### src/rtl/keypad_scan_fifo.sv
// keypad_scan_fifo: matrix-keypad scanner with debounce and an event FIFO.
// Drives active-low one-cold rows and senses active-low columns. Each
// debounced press pushes one scan code (row*COLS + col) into a small FIFO
// that is drained through a valid/ready handshake.
// Optional feature macro: KEYPAD_REPEAT_EN. It adds auto-repeat of the held
// key every REPEAT_TICKS scan ticks.
module keypad_scan_fifo #(
  parameter int ROWS         = 4,
  parameter int COLS         = 4,
  parameter int SCAN_DIV     = 50000,
  parameter int DEBOUNCE     = 4,
  parameter int FIFO_DEPTH   = 8,
  parameter int REPEAT_TICKS = 250,
  parameter int CODE_W       = $clog2(ROWS*COLS)
) (
  input  logic              MAX10_CLK1_50,
  input  logic              rst,
  output logic [ROWS-1:0]   row_drive,
  input  logic [COLS-1:0]   col_sense,
  output logic [CODE_W-1:0] key_code,
  output logic              key_valid,
  input  logic              key_ready,
  output logic              key_held,
  output logic              overflow
);

  localparam int RW  = $clog2(ROWS);
  localparam int CW  = $clog2(COLS);
  localparam int DVW = $clog2(SCAN_DIV);
  localparam int DBW = $clog2(DEBOUNCE + 1);
  localparam int AW  = $clog2(FIFO_DEPTH);

  // Parameter sanity, evaluated at elaboration only.
  generate
    if (ROWS < 2 || ROWS > 8 || COLS < 2 || COLS > 8 || SCAN_DIV < 4 ||
        DEBOUNCE < 1 || FIFO_DEPTH < 2 || (FIFO_DEPTH & (FIFO_DEPTH - 1)) != 0 ||
        REPEAT_TICKS < 1) begin : g_param_err
      $error("keypad_scan_fifo: illegal parameter set");
    end
  endgenerate

  typedef enum logic [1:0] {S_SCAN, S_DEB, S_HELD} state_t;

  logic              clk;
  assign clk = MAX10_CLK1_50;

  // ---------------------------------------------------------------- sync
  logic [COLS-1:0]   r_sync1, r_sync2;
  logic [COLS-1:0]   w_c_act;

  // Two-flop synchroniser; idle (all high) out of reset.
  always_ff @(posedge clk) begin
    if (!rst) begin
      r_sync1 <= '1;
      r_sync2 <= '1;
    end else begin
      r_sync1 <= col_sense;
      r_sync2 <= r_sync1;
    end
  end

  assign w_c_act = ~r_sync2;

  // ---------------------------------------------------------------- tick
  logic [DVW-1:0]    r_div;
  logic              w_tick;

  assign w_tick = (r_div == DVW'(SCAN_DIV - 1));

  // Free-running scan divider; every FSM decision waits for w_tick.
  always_ff @(posedge clk) begin
    if (!rst)        r_div <= '0;
    else if (w_tick) r_div <= '0;
    else             r_div <= r_div + DVW'(1);
  end

  // ---------------------------------------------------------------- decode
  logic [CW-1:0]     w_first_col;
  logic [CODE_W-1:0] w_code_now;

  // Lowest active column wins when several keys share the row.
  always_comb begin
    w_first_col = '0;
    for (int i = COLS - 1; i >= 0; i--)
      if (w_c_act[i]) w_first_col = CW'(i);
  end

  // ---------------------------------------------------------------- FSM
  state_t            r_state, w_state_nxt;
  logic [RW-1:0]     r_row_idx, w_row_nxt;
  logic [ROWS-1:0]   r_row_drive;
  logic [DBW-1:0]    r_db_cnt, w_db_nxt;
  logic [DBW-1:0]    r_rel_cnt, w_rel_nxt;
  logic [CODE_W-1:0] r_lat_code, w_lat_code_nxt;
  logic [COLS-1:0]   r_lat_pat, w_lat_pat_nxt;
  logic              w_push;
  logic [CODE_W-1:0] w_push_code;
  logic              w_adv;

  assign w_code_now = CODE_W'(r_row_idx) * CODE_W'(COLS) + CODE_W'(w_first_col);

`ifdef KEYPAD_REPEAT_EN
  localparam int RPW = $clog2(REPEAT_TICKS + 1);
  logic [RPW-1:0]    r_rep_cnt, w_rep_nxt;
`endif

  // Next-state, row advance and push decision; only acts on scan ticks.
  always_comb begin
    w_state_nxt    = r_state;
    w_row_nxt      = r_row_idx;
    w_db_nxt       = r_db_cnt;
    w_rel_nxt      = r_rel_cnt;
    w_lat_code_nxt = r_lat_code;
    w_lat_pat_nxt  = r_lat_pat;
    w_push         = 1'b0;
    w_push_code    = r_lat_code;
    w_adv          = 1'b0;
`ifdef KEYPAD_REPEAT_EN
    w_rep_nxt      = r_rep_cnt;
`endif
    if (w_tick) begin
      case (r_state)
        S_SCAN: begin
          if (w_c_act == '0) begin
            w_adv = 1'b1;
          end else begin
            w_lat_code_nxt = w_code_now;
            w_lat_pat_nxt  = w_c_act;
            w_db_nxt       = DBW'(1);
            w_rel_nxt      = '0;
            if (DEBOUNCE == 1) begin
              w_push      = 1'b1;
              w_push_code = w_code_now;
              w_state_nxt = S_HELD;
            end else begin
              w_state_nxt = S_DEB;
            end
          end
        end
        S_DEB: begin
          if (w_c_act == r_lat_pat) begin
            w_db_nxt = r_db_cnt + DBW'(1);
            if (w_db_nxt == DBW'(DEBOUNCE)) begin
              w_push      = 1'b1;
              w_rel_nxt   = '0;
              w_state_nxt = S_HELD;
            end
          end else begin
            w_adv       = 1'b1;
            w_state_nxt = S_SCAN;
          end
        end
        S_HELD: begin
          if (w_c_act == '0) begin
            w_rel_nxt = r_rel_cnt + DBW'(1);
            if (w_rel_nxt == DBW'(DEBOUNCE)) begin
              w_adv       = 1'b1;
              w_state_nxt = S_SCAN;
            end
          end else begin
            w_rel_nxt = '0;
          end
`ifdef KEYPAD_REPEAT_EN
          if (w_c_act == r_lat_pat) begin
            w_rep_nxt = r_rep_cnt + RPW'(1);
            if (w_rep_nxt == RPW'(REPEAT_TICKS)) begin
              w_push    = 1'b1;
              w_rep_nxt = '0;
            end
          end else begin
            w_rep_nxt = '0;
          end
`endif
        end
        default: w_state_nxt = S_SCAN;
      endcase
    end
`ifdef KEYPAD_REPEAT_EN
    // Counter starts from zero on every entry into HELD.
    if (r_state != S_HELD) w_rep_nxt = '0;
`endif
    if (w_adv)
      w_row_nxt = (r_row_idx == RW'(ROWS - 1)) ? '0 : r_row_idx + RW'(1);
  end

  // FSM state, latched key and registered row drive.
  always_ff @(posedge clk) begin
    if (!rst) begin
      r_state     <= S_SCAN;
      r_row_idx   <= '0;
      r_row_drive <= ~(ROWS'(1));
      r_db_cnt    <= '0;
      r_rel_cnt   <= '0;
      r_lat_code  <= '0;
      r_lat_pat   <= '0;
    end else begin
      r_state     <= w_state_nxt;
      r_row_idx   <= w_row_nxt;
      r_row_drive <= ~(ROWS'(1) << w_row_nxt);
      r_db_cnt    <= w_db_nxt;
      r_rel_cnt   <= w_rel_nxt;
      r_lat_code  <= w_lat_code_nxt;
      r_lat_pat   <= w_lat_pat_nxt;
    end
  end

`ifdef KEYPAD_REPEAT_EN
  // Auto-repeat interval counter.
  always_ff @(posedge clk) begin
    if (!rst) r_rep_cnt <= '0;
    else      r_rep_cnt <= w_rep_nxt;
  end
`endif

  assign row_drive = r_row_drive;
  assign key_held  = (r_state == S_HELD);

  // ---------------------------------------------------------------- FIFO
  logic [CODE_W-1:0] r_mem [FIFO_DEPTH];
  logic [AW:0]       r_wr_ptr, r_rd_ptr;
  logic              r_ovf;
  logic              w_empty, w_full, w_pop, w_wr_en;

  assign w_empty = (r_wr_ptr == r_rd_ptr);
  assign w_full  = (r_wr_ptr[AW] != r_rd_ptr[AW]) &&
                   (r_wr_ptr[AW-1:0] == r_rd_ptr[AW-1:0]);
  assign w_pop   = !w_empty && key_ready;
  // A full FIFO still accepts a push when the head leaves in the same cycle.
  assign w_wr_en = w_push && (!w_full || w_pop);

  // Storage, pointers and sticky overflow; memory cleared so key_code is 0 after reset.
  always_ff @(posedge clk) begin
    if (!rst) begin
      for (int i = 0; i < FIFO_DEPTH; i++) r_mem[i] <= '0;
      r_wr_ptr <= '0;
      r_rd_ptr <= '0;
      r_ovf    <= 1'b0;
    end else begin
      if (w_wr_en) begin
        r_mem[r_wr_ptr[AW-1:0]] <= w_push_code;
        r_wr_ptr                <= r_wr_ptr + (AW+1)'(1);
      end
      if (w_pop) r_rd_ptr <= r_rd_ptr + (AW+1)'(1);
      if (w_push && !w_wr_en) r_ovf <= 1'b1;
    end
  end

  assign key_code  = r_mem[r_rd_ptr[AW-1:0]];
  assign key_valid = !w_empty;
  assign overflow  = r_ovf;

endmodule
### config.mk
export PLATFORM = sky130hd
export DESIGN_NAME = keypad_scan_fifo
export DESIGN_NICKNAME = d
export VERILOG_FILES = /design/src/rtl/keypad_scan_fifo.sv
export SDC_FILE = /design/constraint.sdc
export NUM_CORES = 1
export LEC_CHECK = 0
export BUFFER_PORTS_ARGS = -buffer_cell sky130_fd_sc_hd__buf_4
export CAP_MARGIN = 20
export CORE_ASPECT_RATIO = 1.75
export CORE_UTILIZATION = 35
export DETAILED_ROUTE_END_ITERATION = 8
export GPL_TIMING_DRIVEN = 0
export SLEW_MARGIN = 20
export SYNTH_ARGS = -nofsm -noshare
export SYNTH_HDL_FRONTEND = slang
export SYNTH_SLANG_ARGS = --single-unit
export TNS_END_PERCENT = 5
### constraint.sdc
create_clock -name MAX10_CLK1_50 -period 7 [get_ports MAX10_CLK1_50]
set_input_delay 0.35 -clock MAX10_CLK1_50 [delete_from_list [all_inputs] [get_ports MAX10_CLK1_50]]
set_output_delay 0.35 -clock MAX10_CLK1_50 [all_outputs]
set_load 0.1 [all_outputs]
Yosys cells after proc, flatten, opt, wreduce, memory -nomap -nowiden
Memories as Yosys holds them, arrays and structs flattened. A register that Yosys moved wholly into a read port is not among the register bits. Cells that the tools add are included.

Add/sub/neg operators: 7. Multiply operators: 0. Div/mod/pow operators: 0. $lt $le $gt $ge: 0. Equal/unequal tests: 16. Shift-type cells: 1. Multiplexer cells: 39. Bitwise operators: 4. Reduce and logical (&&, ||, !) cells: 18.

Operators by type and width (number): $mux 3 (9); $mux 2 (11); $add 16x1->16 const B (1); $eq 16x16->1 const B (1); $mux 1 (14); $reduce_and 5->1 (2); $pmux 3 s3 (1); $add 4x1->4 const B (2); $eq 4x4->1 (2); $not 4->4 (2); $add 3x1->3 const B (2); $eq 3x3->1 const B (2); $ne 2x2->1 const B (3); $pmux 2 s3 (1); $pmux 3 s2 (1); $add 4x2->4 (1); $eq 2x2->1 const B (2); $logic_and 1x1->1 (4); $logic_not 4->1 (1); $mux 4 (1); $ne 2x1->1 const B (2); $reduce_and 4->1 (1); $reduce_or 4->1 (1); $shl 1x2->4 const A (1); 14 further kinds (17).

Bits in registers: 55. Latch bits: 0. RAM bits: 32. Memory bits (read-only): 0. Bits of input ports: 7. Output and inout bits: 11. Memories: 1.

Memory list: r_mem (words 8, bits a word 4, rd ports 1, clocked after memory_dff 1, wr ports 8, RTL line 219) `logic [CODE_W-1:0] r_mem [FIFO_DEPTH];`.

Depth between registers and ports, before layout
Word-level depth: 12. Gate-level depth with buffers: 8. Depth with buffers taken out: 7.

Worst setup path after synthesis
No wires, ideal clock.

Kind: register to register. Start point: register r_wr_ptr[2]. End point: register with a tool-made name. Library setup time: 0.132 ns. Arrival: 2.440 ns. Slack: 4.428 ns. Stages on the path, launching flop included: 7. Buffers on the path: 1. Clock period less this slack: 2.572 ns. Path through: dfxtp_1 > clkbuf_1 > xnor2_1 > nand4_1 > and3_1 > xnor2_1 > nor2_1.

RTL lines: start: declaration (RTL line 220) `logic [AW:0] r_wr_ptr, r_rd_ptr;`; start signal: assignment (RTL line 241) `r_wr_ptr <= r_wr_ptr + (AW+1)'(1);`.

==> summary.md <==
| Metric | Value |
|---|---|
| DRC violation total after the first TritonRoute iteration | `134` |
| Power dissipated by switching net loads | `between 200 and 250 uW` |
| Final critical-path share of the clock period | `0.4370` |
| Yosys warning count | `0` |
| Worst Slack Setup Final | `3941 ps` |
| Worst flop-to-flop path endpoint | `r_mem[1][0]` |
| Vias in the first global route | `a little under 3000` |
| Post-CTS clock slew at the launch and capture registers of the worst setup and hold paths | `about 70 ps` |
| Starting Density | `0.3608` |
| Most used flip-flop cell after synthesis | `sky130_fd_sc_hd__dfxtp_1` |
| Area share of the largest cell type after synthesis | `0.2898` |
| GPL Wtd Cong | `approximately 0.86` |
| Part of the power in the clock network | `0.436` |
| Total inserted antenna cells | `0` |
| Share of post-route cells with drive strength above 1 | `0.1259` |
| Global-route wire length before repair | `14150 um` |
| Top-level port count | `18` |
| Max-slew violation count | `0` |
| Net Count, Synth | `around 400` |
| Via Count | `2900` |
| Clock buffers created by TritonCTS | `9` |
| Endpoint with the worst hold slack | `r_sync1[2]` |
| Post-layout minimum cycle time | `3059 ps` |
| Largest net degree at the start of global routing | `17` |
| TritonCTS sink count | `90` |
| Cell Pwr Density | `232.7 mW/mm2` |
| Hold buffers post-CTS | `0` |
| Async set-reset flop share out of synthesis | `0` |
| Hold path startpoint | `col_sense[2]` |
| Detailed-placement wirelength estimate | `around 6600 um` |
| Post-synthesis cell area | `roughly 0.004 mm2` |
| Global routing met3 resource utilization | `0.03619` |
| Global-route usage over all layers | `0.1541` |
| Layout Area Growth over Synthesis | `14.55%` |
| Leading cell types by count after synthesis | `sky130_fd_sc_hd__nor2_1, sky130_fd_sc_hd__dfxtp_1, sky130_fd_sc_hd__edfxtp_1, sky130_fd_sc_hd__nand2_1, sky130_fd_sc_hd__clkbuf_1` |
| # port buffers | `16` |
| Antenna violations before repair | `0` |
| Leak | `~1.5 nW` |
| Number of enable flip-flop cells after synthesis | `32` |
| Post-CTS Setup Bufs | `0` |
| Number of standard cells after synthesis | `~400` |
| Post-CTS resize count | `0` |
| Launch point of the worst path | `r_div[0]` |
| Placed standard-cell area | `~0.0043 mm2` |
| Run status | `finished clean` |
| Setup clock skew after layout | `just under 8 ps` |
| Synth area leader | `sky130_fd_sc_hd__dfxtp_1` |
| Flop pwr share | `0.523` |
| Relative max-transition margin | `0.3327` |
| Final hold viol count | `0` |
| Clock Path Buffers | `2` |
| Critical path endpoint category | `flip-flop` |
| Insertion delay of the later-clocked pin in the worst-skew pair | `around 340 ps` |
| Kind of start point of the critical path | `flip-flop` |
| Busiest layer in global routing | `met2` |
| Startpoint of the worst-slack reg-to-reg timing path | `r_div[0]` |
| Worst ir drop on vdd | `between 100 and 150 uV` |
| Cell types with the largest area share after synthesis | `sky130_fd_sc_hd__dfxtp_1, sky130_fd_sc_hd__edfxtp_1, sky130_fd_sc_hd__nor2_1, sky130_fd_sc_hd__mux4_2, sky130_fd_sc_hd__xor2_1` |
| Path type of the worst min-delay path | `primary input to flip-flop` |
| Data arrival time at the worst-slack endpoint | `between 3000 and 4000 ps` |
| Leading cell type by number of instances after synthesis | `sky130_fd_sc_hd__nor2_1` |
| Sequential element share of the synthesized area | `0.5297` |
| DRT Wirelength | `roughly 8400 um` |
| Worst Setup Path Type | `flip-flop to flip-flop` |
| Post-placement setup slack | `between 3000 and 4000 ps` |
| Standard-cell rows | `roughly 50` |
| Die outline area | `0.01190 mm2` |
| Logic gate share of total power | `0.041` |
| Chain of cells forming the critical path | `ha_1 > and3_1 > nand4_4 > nor3_2 > nand4_1 > o21ai_0` |
| Area taken by flip-flops and latches | `between 0.002 and 0.0025 mm2` |
| Sw Ratio | `0.2205` |
| Number of failing setup endpoints in the final timing report | `0` |
| Drt pass-1 iters | `4` |
| Antenna-violating nets left | `0` |
| Wirelength per Cell | `15.15 um` |
| Fill cell count | `1126` |
| Max Cap Violations | `0` |
| Worst-path cell with the longest stage delay | `sky130_fd_sc_hd__o21ai_0` |
| Largest stage delay on the critical path | `680 ps` |
| Die Span Y | `around 140 um` |
| Chip Width | `between 80 and 90 um` |
| Routed via count divided by cell count | `5.244` |
| Final Instance Area | `between 0.004 and 0.005 mm2` |
| Number of distinct library cells after synthesis | `46` |
| Worst Hold Depth | `2` |
| Global routing usage on met2 | `0.3132` |
| Synthesized area divided by synthesized cell count | `10.30 um2` |
| Clock tree from TritonCTS | `yes` |
| Worst slack on hold paths | `roughly 200 ps` |
| GR Layer Usage met1 | `0.1370` |
| Cell-internal power | `about 830 uW` |
| Reg2Reg Depth | `6` |
| Register-to-register path setup slack | `a little under 4000 ps` |
| Buffer cell driving the clock tree root | `sky130_fd_sc_hd__clkbuf_16` |
| Worst-path maximum fanout | `9` |
| RSZ-0062 raised after global routing | `false` |
| Number of flip-flops and latches in the synthesized netlist | `90` |
| Total Power | `1.068 mW` |
| Number of levels the H-tree was split into | `3` |
| Transition time of the tightest slew-check pin | `991.8 ps` |
| Required arrival time at the worst endpoint | `about 7000 ps` |
| Post-Route Setup TNS | `0 ps` |
| Total grt overflow | `0` |
| Maximum operating frequency | `326.9 MHz` |
| Final #Nets | `431` |
| Area inside the core boundary | `~0.011 mm2` |
| DRC violations left | `0` |
| Area occupied by multi-input gates | `0.001772 mm2` |
-- per-stage QoR --
| step | std cells | util |
|---|---|---|
| 4_1_cts | 553 | 0.4133 |
| 3_5_place_dp | 537 | 0.3865 |
| 6_report | 553 | 0.4133 |
| 3_3_place_gp | 537 | 0.3865 |
| 5_1_grt | 553 | 0.4133 |
| 2_1_floorplan | 389 | - |
-- flip-flops by register name, summed over array words and instances, names as in the netlist, named ones only --
| name | cells |
|---|---|
| overflow | 1 |
| r_db_cnt | 3 |
| r_div | 16 |
| r_lat_code | 4 |
| r_lat_pat | 4 |
| r_mem | 32 |
| r_rd_ptr | 4 |
| r_rel_cnt | 3 |
| r_row_idx | 2 |
| r_state | 2 |
| r_sync1 | 4 |
| r_sync2 | 4 |
| r_wr_ptr | 4 |
| row_drive | 4 |
-- final cells by class --
| cell class | count | area share |
|---|---|---|
| Clock buffer | 10 | 0.05453 |
| Sequential cell | 90 | 0.4624 |
| Tap cell | 132 | 0.03599 |
| Buffer | 20 | 0.01636 |
| Multi-Input combinational cell | 269 | 0.3860 |
| Inverter | 10 | 0.008179 |
| Clock inverter | 6 | 0.01036 |
| Timing Repair Buffer | 16 | 0.02617 |
-- per-layer routing --
| metal | up-vias | part of all wire |
|---|---|---|
| met1 | 1388 | 0.34 |
| li1 | 1453 | - |
| met2 | 41 | 0.60 |
| met3 | 18 | 0.027 |
| met5 | - | 0 |
| met4 | 0 | 0.032 |
-- worst max-delay path, delay by kind of cell, from the launching register on --
kind,cells,cell delay [ps]
DFF,1,380
adders and majority gates,1,230
AOI/OAI and AO/OA,1,680
and+or+nand+nor,4,1380
-- worst max-delay path by stage --
stage                             end  slack [ps]  depth (start not counted)
after floorplan             flip-flop        4430                          6
after global placement    r_mem[3][2]        3980                          6
after detailed placement  r_mem[3][2]        3970                          6
after CTS                 r_mem[3][1]        3940                          6
after global routing      r_mem[1][0]        3610                          6
final                     r_mem[1][0]        3940                          6
-- power by group through the flow --
| stage | registers (mW) | logic (mW) | clock network (mW) |
|---|---|---|---|
| global route | 0.560 | 0.0471 | 0.497 |
| global placement | 0.570 | 0.0433 | 0 |
| CTS | 0.559 | 0.0439 | 0.484 |
| finish | 0.559 | 0.0433 | 0.466 |
| detailed placement | 0.571 | 0.0437 | 0 |
| floorplan | 0.568 | 0.0319 | 0 |
-- cells by family after synthesis --
family	Yosys count	share of synthesized area
AND/OR/NAND/NOR	172	0.2195
flip-flops	90	0.5297
AO/OA/AOI/OAI	49	0.07901
buffers and inverters	30	0.02811
XOR/XNOR	25	0.05465
multiplexers	15	0.06402
adder cells (fa/ha/maj)	8	0.02499
-- layout by cell type (no fill, tap or decap), types with 7 or more instances in the layout --
cell type                   count
sky130_fd_sc_hd__nor2_1        65
sky130_fd_sc_hd__dfxtp_1       58
sky130_fd_sc_hd__edfxtp_1      32
sky130_fd_sc_hd__nand2_1       28
sky130_fd_sc_hd__clkbuf_1      19
sky130_fd_sc_hd__nand3_1       18
sky130_fd_sc_hd__buf_4         16
sky130_fd_sc_hd__o21ai_0       15
sky130_fd_sc_hd__xor2_1        13
sky130_fd_sc_hd__xnor2_1       12
sky130_fd_sc_hd__nand4_1       12
sky130_fd_sc_hd__nor3_1        12
sky130_fd_sc_hd__inv_1         10
sky130_fd_sc_hd__clkbuf_16     10
sky130_fd_sc_hd__nand2b_1       9
sky130_fd_sc_hd__mux4_2         8
sky130_fd_sc_hd__a21oi_1        8
sky130_fd_sc_hd__ha_1           8
sky130_fd_sc_hd__a211oi_1       7
Note: power is estimated with default switching activity, not from simulation.
